`config.mk`:
```
export PLATFORM = sky130hd
export DESIGN_NAME = multimode_drive_flat
export DESIGN_NICKNAME = d
export VERILOG_FILES = /design/src/rtl/multimode_drive_if.sv /design/src/rtl/multimode_drive.sv /design/src/flat_wrapper.sv
export SDC_FILE = /design/constraint.sdc
export NUM_CORES = 1
export LEC_CHECK = 0
export ABC_AREA = 1
export CORE_UTILIZATION = 25
export DETAILED_ROUTE_END_ITERATION = 12
export DONT_BUFFER_PORTS = 1
export GPL_ROUTABILITY_DRIVEN = 0
export SLEW_MARGIN = 15
export SYNTH_ARGS = -nofsm -noshare
export SYNTH_HDL_FRONTEND = slang
export SYNTH_SLANG_ARGS = --single-unit
```
`constraint.sdc`:
```
create_clock -name clk -period 4.7 [get_ports clk]
set_input_delay 0.94 -clock clk [delete_from_list [all_inputs] [get_ports clk]]
set_output_delay 0.94 -clock clk [all_outputs]
set_load 0.03 [all_outputs]
```
`src/rtl/multimode_drive_if.sv`:
```
// Start/Done handshake and sample bus for the multimode overdrive stage.
// The master drives the request and settings; the slave returns status and the result.
interface multimode_drive_if #(
    parameter int DATA_W  = 16,
    parameter int GAIN_W  = 4,
    parameter int LEVEL_W = 3
);
    logic                      start;
    logic signed [DATA_W-1:0]  input_frame;
    logic [1:0]                mode;
    logic [GAIN_W-1:0]         gain;
    logic [LEVEL_W-1:0]        level;
    logic                      busy;
    logic                      done;
    logic signed [DATA_W-1:0]  output_frame;

    modport master (
        output start, input_frame, mode, gain, level,
        input  busy, done, output_frame
    );

    modport slave (
        input  start, input_frame, mode, gain, level,
        output busy, done, output_frame
    );
endinterface

```
`src/rtl/multimode_drive.sv`:
```
// Multimode overdrive: gain, selectable clip curve, output level; one frame per Start/Done.
// Five-state sequencer (IDLE/GAIN/SHAPE/LEVEL/DONE), one stage per clock.
module multimode_drive #(
    parameter int DATA_W  = 16,
    parameter int GAIN_W  = 4,
    parameter int LEVEL_W = 3,
    parameter int THRESH  = 8192
) (
    input  logic              clk,
    input  logic              rst,
    multimode_drive_if.slave  bus
);
    localparam int P_W = DATA_W + GAIN_W + 1;
    localparam int Y_W = P_W + LEVEL_W + 2;

    localparam logic signed [P_W-1:0] TH_POS = P_W'(THRESH);
    localparam logic signed [P_W-1:0] TH_NEG = -P_W'(THRESH);
    localparam logic signed [P_W-1:0] FZ_NEG = -P_W'(THRESH / 2);
    localparam logic signed [Y_W-1:0] Y_MAX  = Y_W'((2 ** (DATA_W - 1)) - 1);
    localparam logic signed [Y_W-1:0] Y_MIN  = -Y_W'(2 ** (DATA_W - 1));

    typedef enum logic [2:0] {
        ST_IDLE, ST_GAIN, ST_SHAPE, ST_LEVEL, ST_DONE
    } state_t;

    state_t state_reg, state_next;

    logic signed [DATA_W-1:0] x_reg;
    logic [1:0]               mode_reg;
    logic [GAIN_W-1:0]        gain_reg;
    logic [LEVEL_W-1:0]       level_reg;
    logic signed [P_W-1:0]    p_reg, p_next;
    logic signed [P_W-1:0]    s_reg, s_next;
    logic signed [DATA_W-1:0] out_reg, out_next;

    logic [GAIN_W:0]          gain_factor;
    logic [LEVEL_W:0]         level_factor;
    logic signed [P_W-1:0]    x_ext, abs_p, soft_mag;
    logic signed [Y_W-1:0]    y_prod, y_shift;

    always_ff @(posedge clk or posedge rst) begin
        if (rst) state_reg <= ST_IDLE;
        else     state_reg <= state_next;
    end

    always_comb begin
        state_next = state_reg;
        case (state_reg)
            ST_IDLE:  if (bus.start) state_next = ST_GAIN;
            ST_GAIN:  state_next = ST_SHAPE;
            ST_SHAPE: state_next = ST_LEVEL;
            ST_LEVEL: state_next = ST_DONE;
            ST_DONE:  state_next = ST_IDLE;
            default:  state_next = ST_IDLE;
        endcase
    end

    always_comb begin
        bus.busy = (state_reg != ST_IDLE);
        bus.done = (state_reg == ST_DONE);
    end

    assign bus.output_frame = out_reg;

    // Gain stage: clean mode bypasses the multiplier entirely.
    always_comb begin
        gain_factor = {1'b0, gain_reg} + {{GAIN_W{1'b0}}, 1'b1};
        x_ext       = P_W'(x_reg);
        p_next      = (mode_reg == 2'b00) ? x_ext : x_ext * $signed(P_W'(gain_factor));
    end

    always_comb begin
        abs_p    = p_reg[P_W-1] ? -p_reg : p_reg;
        soft_mag = TH_POS + ((abs_p - TH_POS) >>> 2);
        s_next   = p_reg;
        case (mode_reg)
            2'b01: begin
                if (p_reg > TH_POS)      s_next = TH_POS;
                else if (p_reg < TH_NEG) s_next = TH_NEG;
            end
            2'b10: begin
                if (abs_p > TH_POS) s_next = p_reg[P_W-1] ? -soft_mag : soft_mag;
            end
            2'b11: begin
                // Negative half clips at half the threshold for the asymmetric fuzz tone.
                if (p_reg > TH_POS)      s_next = TH_POS;
                else if (p_reg < FZ_NEG) s_next = FZ_NEG;
            end
            default: s_next = p_reg;
        endcase
    end

    always_comb begin
        level_factor = {1'b0, level_reg} + {{LEVEL_W{1'b0}}, 1'b1};
        y_prod       = Y_W'(s_reg) * $signed(Y_W'(level_factor));
        y_shift      = y_prod >>> LEVEL_W;
        if (y_shift > Y_MAX)      out_next = {1'b0, {(DATA_W-1){1'b1}}};
        else if (y_shift < Y_MIN) out_next = {1'b1, {(DATA_W-1){1'b0}}};
        else                      out_next = y_shift[DATA_W-1:0];
    end

    always_ff @(posedge clk or posedge rst) begin
        if (rst) begin
            x_reg     <= '0;
            mode_reg  <= '0;
            gain_reg  <= '0;
            level_reg <= '0;
            p_reg     <= '0;
            s_reg     <= '0;
            out_reg   <= '0;
        end else begin
            case (state_reg)
                ST_IDLE: begin
                    if (bus.start) begin
                        x_reg     <= bus.input_frame;
                        mode_reg  <= bus.mode;
                        gain_reg  <= bus.gain;
                        level_reg <= bus.level;
                    end
                end
                ST_GAIN:  p_reg   <= p_next;
                ST_SHAPE: s_reg   <= s_next;
                ST_LEVEL: out_reg <= out_next;
                default: ;
            endcase
        end
    end
endmodule

```
`src/flat_wrapper.sv`:
```
// flat-port wrapper written by rule: the top's interface ports become plain ports
module multimode_drive_flat 
#(
    parameter int DATA_W  = 16,
    parameter int GAIN_W  = 4,
    parameter int LEVEL_W = 3,
    parameter int THRESH  = 8192
)
  (clk, rst, bus_start, bus_input_frame, bus_mode, bus_gain, bus_level, bus_busy, bus_done, bus_output_frame);
  multimode_drive_if #(.DATA_W(DATA_W), .GAIN_W(GAIN_W), .LEVEL_W(LEVEL_W)) bus_i ();
  input  logic clk;
  input  logic rst;
  input wire logic [$bits(bus_i.start)-1:0] bus_start;
  input wire logic [$bits(bus_i.input_frame)-1:0] bus_input_frame;
  input wire logic [$bits(bus_i.mode)-1:0] bus_mode;
  input wire logic [$bits(bus_i.gain)-1:0] bus_gain;
  input wire logic [$bits(bus_i.level)-1:0] bus_level;
  output wire logic [$bits(bus_i.busy)-1:0] bus_busy;
  output wire logic [$bits(bus_i.done)-1:0] bus_done;
  output wire logic [$bits(bus_i.output_frame)-1:0] bus_output_frame;
  assign bus_i.start = bus_start;
  assign bus_i.input_frame = bus_input_frame;
  assign bus_i.mode = bus_mode;
  assign bus_i.gain = bus_gain;
  assign bus_i.level = bus_level;
  assign bus_busy = bus_i.busy;
  assign bus_done = bus_i.done;
  assign bus_output_frame = bus_i.output_frame;
  multimode_drive #(.DATA_W(DATA_W), .GAIN_W(GAIN_W), .LEVEL_W(LEVEL_W), .THRESH(THRESH)) u_core (.clk(clk), .rst(rst), .bus(bus_i));
endmodule
```
==> impl_metrics.json <==
{
  "maxSlewViolCount": 0,
  "worst_pin_slew_ns": 0.9906,
  "rows": 78,
  "cap_violations": 0,
  "synthDistinctLibCells": 52,
  "initial_utilization_pct": 25.37,
  "num-nets-final": 1893,
  "via_per_inst": 4.715,
  "synth.most_common_cell": "nand2_1",
  "async_flop_share_pct": 100.0,
  "vias": 10770,
  "netlist_area_sq_mm": 0.01154,
  "clk_pin_slew_worst_paths_ns": 0.07,
  "slowest_delay_ns": 0.51,
  "ys_seq_elements": 86,
  "yosysWarnings": 0,
  "drt-pass1-iter-count": 6,
  "relSlewSlack_pct": 33.60,
  "yosysTopAreaCellShare_pct": 18.66,
  "detail_route.iter0.violations": 755,
  "htree_levels": 3,
  "setup-violations-final": 0,
  "rsz0062_at_grt": "yes",
  "cts_made_buffers": 9,
  "yosysTopAreaCell": "dfrtp_1",
  "worstSetupStartpoint": "u_core.level_reg[0]",
  "cts-root-buf": "clkbuf_16",
  "synth_common_cells": "nand2_1 (302), inv_1 (300), nor2_1 (208)",
  "max_freq_mhz": 216.7,
  "grt_max_degree": 55,
  "drcViolationCount": 0,
  "critPathLaunchType": "register",
  "fin_cells": 2283,
  "syn_nets": 1860,
  "ys.flop_type": "dfrtp_1",
  "r2r_slack_ns": 0.09,
  "cts_tree": "yes",
  "cp_cell_sequence": "buf_4 > nand3_1 > buf_12 > nor2_2 > ha_4 > fa_1 > inv_2 > fa_1 > inv_2 > ha_4 > a21oi_2 > inv_2 > a21oi_2 > nand2_1 > a31oi_1 > nand3b_1 > nand2_2 > xnor2_2 > nand2_1 > nor2_1 > nand3_1 > a21oi_4 > clkbuf_16 > a21oi_1",
  "fillCellCount": 4862,
  "clock_path_buffers": 2,
  "grt_antenna_before_repair": 0,
  "worst_ep_required_time_ns": 4.96,
  "worstReg2RegStart": "u_core.level_reg[0]",
  "crit_arrival_ns": 4.87,
  "status": "complete, no violations",
  "hold_buffers": 0,
  "crit_type": "register to register",
  "finalCritPeriodShare_pct": 98.19,
  "min_path_type": "register to register",
  "hold_viol": 0,
  "hpwl_mm": 24.57,
  "worstPathMaxFanout": 21,
  "io_buffers": 0,
  "dieArea_sq_mm": 0.04701,
  "coreArea_sq_mm": 0.04548,
  "cp_common_cell": "inv_2",
  "ys_top_cells_by_area": "dfrtp_1 (19%), fa_1 (16%), ha_1 (10%)",
  "syn_area_per_cell_sq_um": 7.013,
  "area_growth_pct": 21.05,
  "ant_nets": 0,
  "antennaDiodeCount": 0,
  "ys_seq_area_share_pct": 18.66,
  "endpoint_kind": "register",
  "wirelength_mm": 32.32,
  "min_period_ns": 4.615,
  "wl_per_cell_microns": 14.16,
  "grt_remaining_overflow": 0,
  "clk_latency_ns": 0.37,
  "drive_above_1_share_pct": 19.07,
  "grt_pass1_vias": 10510,
  "pin_count": 46,
  "placed_cells": 2247,
  "fp.dieW_microns": 216.8,
  "grt_pass1_wl_mm": 51.49,
  "clkSinkCount": 86,
  "fin_skew_ns": 0.01056,
  "fin_setup_tns_ns": 0,
  "crit_path_top_delay_cell": "fa_1",
  "synth_edf_count": 0,
  "chipHeight_microns": 216.8,
  "grt_usage_pct": 13.32,
  "min_from": "u_core.s_reg[0]",
  "postSynthCellCount": 1645
}
## final timing paths
path,to,depth (start not counted)
min in group asynchronous,u_core.x_reg[8],1
max in group asynchronous,u_core.bus.output_frame[10],2
worst max register to register,u_core.bus.output_frame[14],24
worst min register to register,u_core.s_reg[0],2
worst max-delay path,u_core.bus.output_frame[14],24
worst min-delay path,u_core.s_reg[0],2
## logic make-up (layout without fill, tap and decap cells)
| kind of cell | Yosys count | count (layout) | share of synthesized area [%] |
|---|---|---|---|
| and+or+nand+nor | 653 | 653 | 23.98 |
| buffers and inverters | 364 | 402 | 12.26 |
| AOI/OAI and AO/OA | 293 | 293 | 13.94 |
| adders and majority gates | 187 | 187 | 26.20 |
| DFF | 86 | 86 | 18.66 |
| xor gates and xnor gates | 56 | 56 | 4.382 |
| muxes | 6 | 6 | 0.5856 |
## stage by stage
stage / worst slack, ns / utilization [%] / hold slack [ns] / instance area (sq um)
floorplan: 0.01414 / - / 0.4920 / 11540
global placement: -0.004381 / 27.54 / 0.5205 / 12520
detailed placement: -0.1449 / 27.54 / 0.5358 / 12520
CTS: 0.005294 / 28.31 / 0.5507 / 12870
global route: -0.1156 / 30.71 / 0.6049 / 13960
finish: 0.08508 / 30.71 / 0.5775 / 13960
## cell type report
| type | instances | area, sq um | share of cell area (%) |
|---|---|---|---|
| Timing Repair Buffer | 72 | 671.9 | 4.811 |
| Multi-Input combinational cell | 1195 | 8896 | 63.70 |
| Tap cell | 600 | 750.7 | 5.376 |
| Sequential cell | 86 | 2153 | 15.42 |
| Inverter | 314 | 1186 | 8.494 |
| Clock inverter | 6 | 67.56 | 0.4838 |
| Clock buffer | 10 | 239.0 | 1.711 |
## cells in the final DEF (no fill, tap or decap), types with 4 or more instances in the layout
cell type / instances
nand3_2: 11
o21ai_2: 6
ha_1: 69
nor3_2: 5
buf_4: 58
nand2_1: 276
nand2_2: 30
nor3_1: 8
or2_2: 6
xnor2_1: 17
mux2_2: 6
nor2_4: 12
o22ai_1: 7
o21ai_1: 37
buf_12: 5
inv_1: 277
a22oi_1: 6
nand4_1: 11
inv_2: 31
a211oi_1: 4
nand2_4: 9
xor2_2: 4
fa_1: 87
clkbuf_16: 11
a21oi_4: 9
xor2_1: 32
nor2_1: 191
ha_4: 25
a21oi_2: 38
dfrtp_1: 85
o21ai_0: 62
fa_2: 4
buf_6: 5
nand3_1: 69
a21oi_1: 92
a31oi_1: 5
o211ai_1: 12
nor2_2: 17
## routing by layer
metal | track usage (%) | vias up | part of all wire, %
met2 | 22.48 | 296 | 48
met3 | 2.586 | 45 | 4.9
met5 | 0 | - | 0
met4 | 2.817 | 0 | 1.5
li1 | - | 5249 | -
met1 | 17.56 | 5175 | 46
## repair_timing
action	CTS	global route
resized for setup	4	225
pin swaps	1	101
buffers inserted	2	16
setup endpoints to repair	15	24
gates cloned	0	3
## critical path: cells and delay by family, from the launching register on
family | cells | cell delay (ns)
flops | 1 | 0.38
fa+ha+maj | 4 | 1.46
xor+xnor | 1 | 0.18
compound gates | 5 | 0.77
simple gates | 8 | 0.95
buf+inv | 6 | 0.74
Power is left out: the tool's default activity adds up to more than one toggle a clock period on the data nets, which glitch-free logic cannot reach.
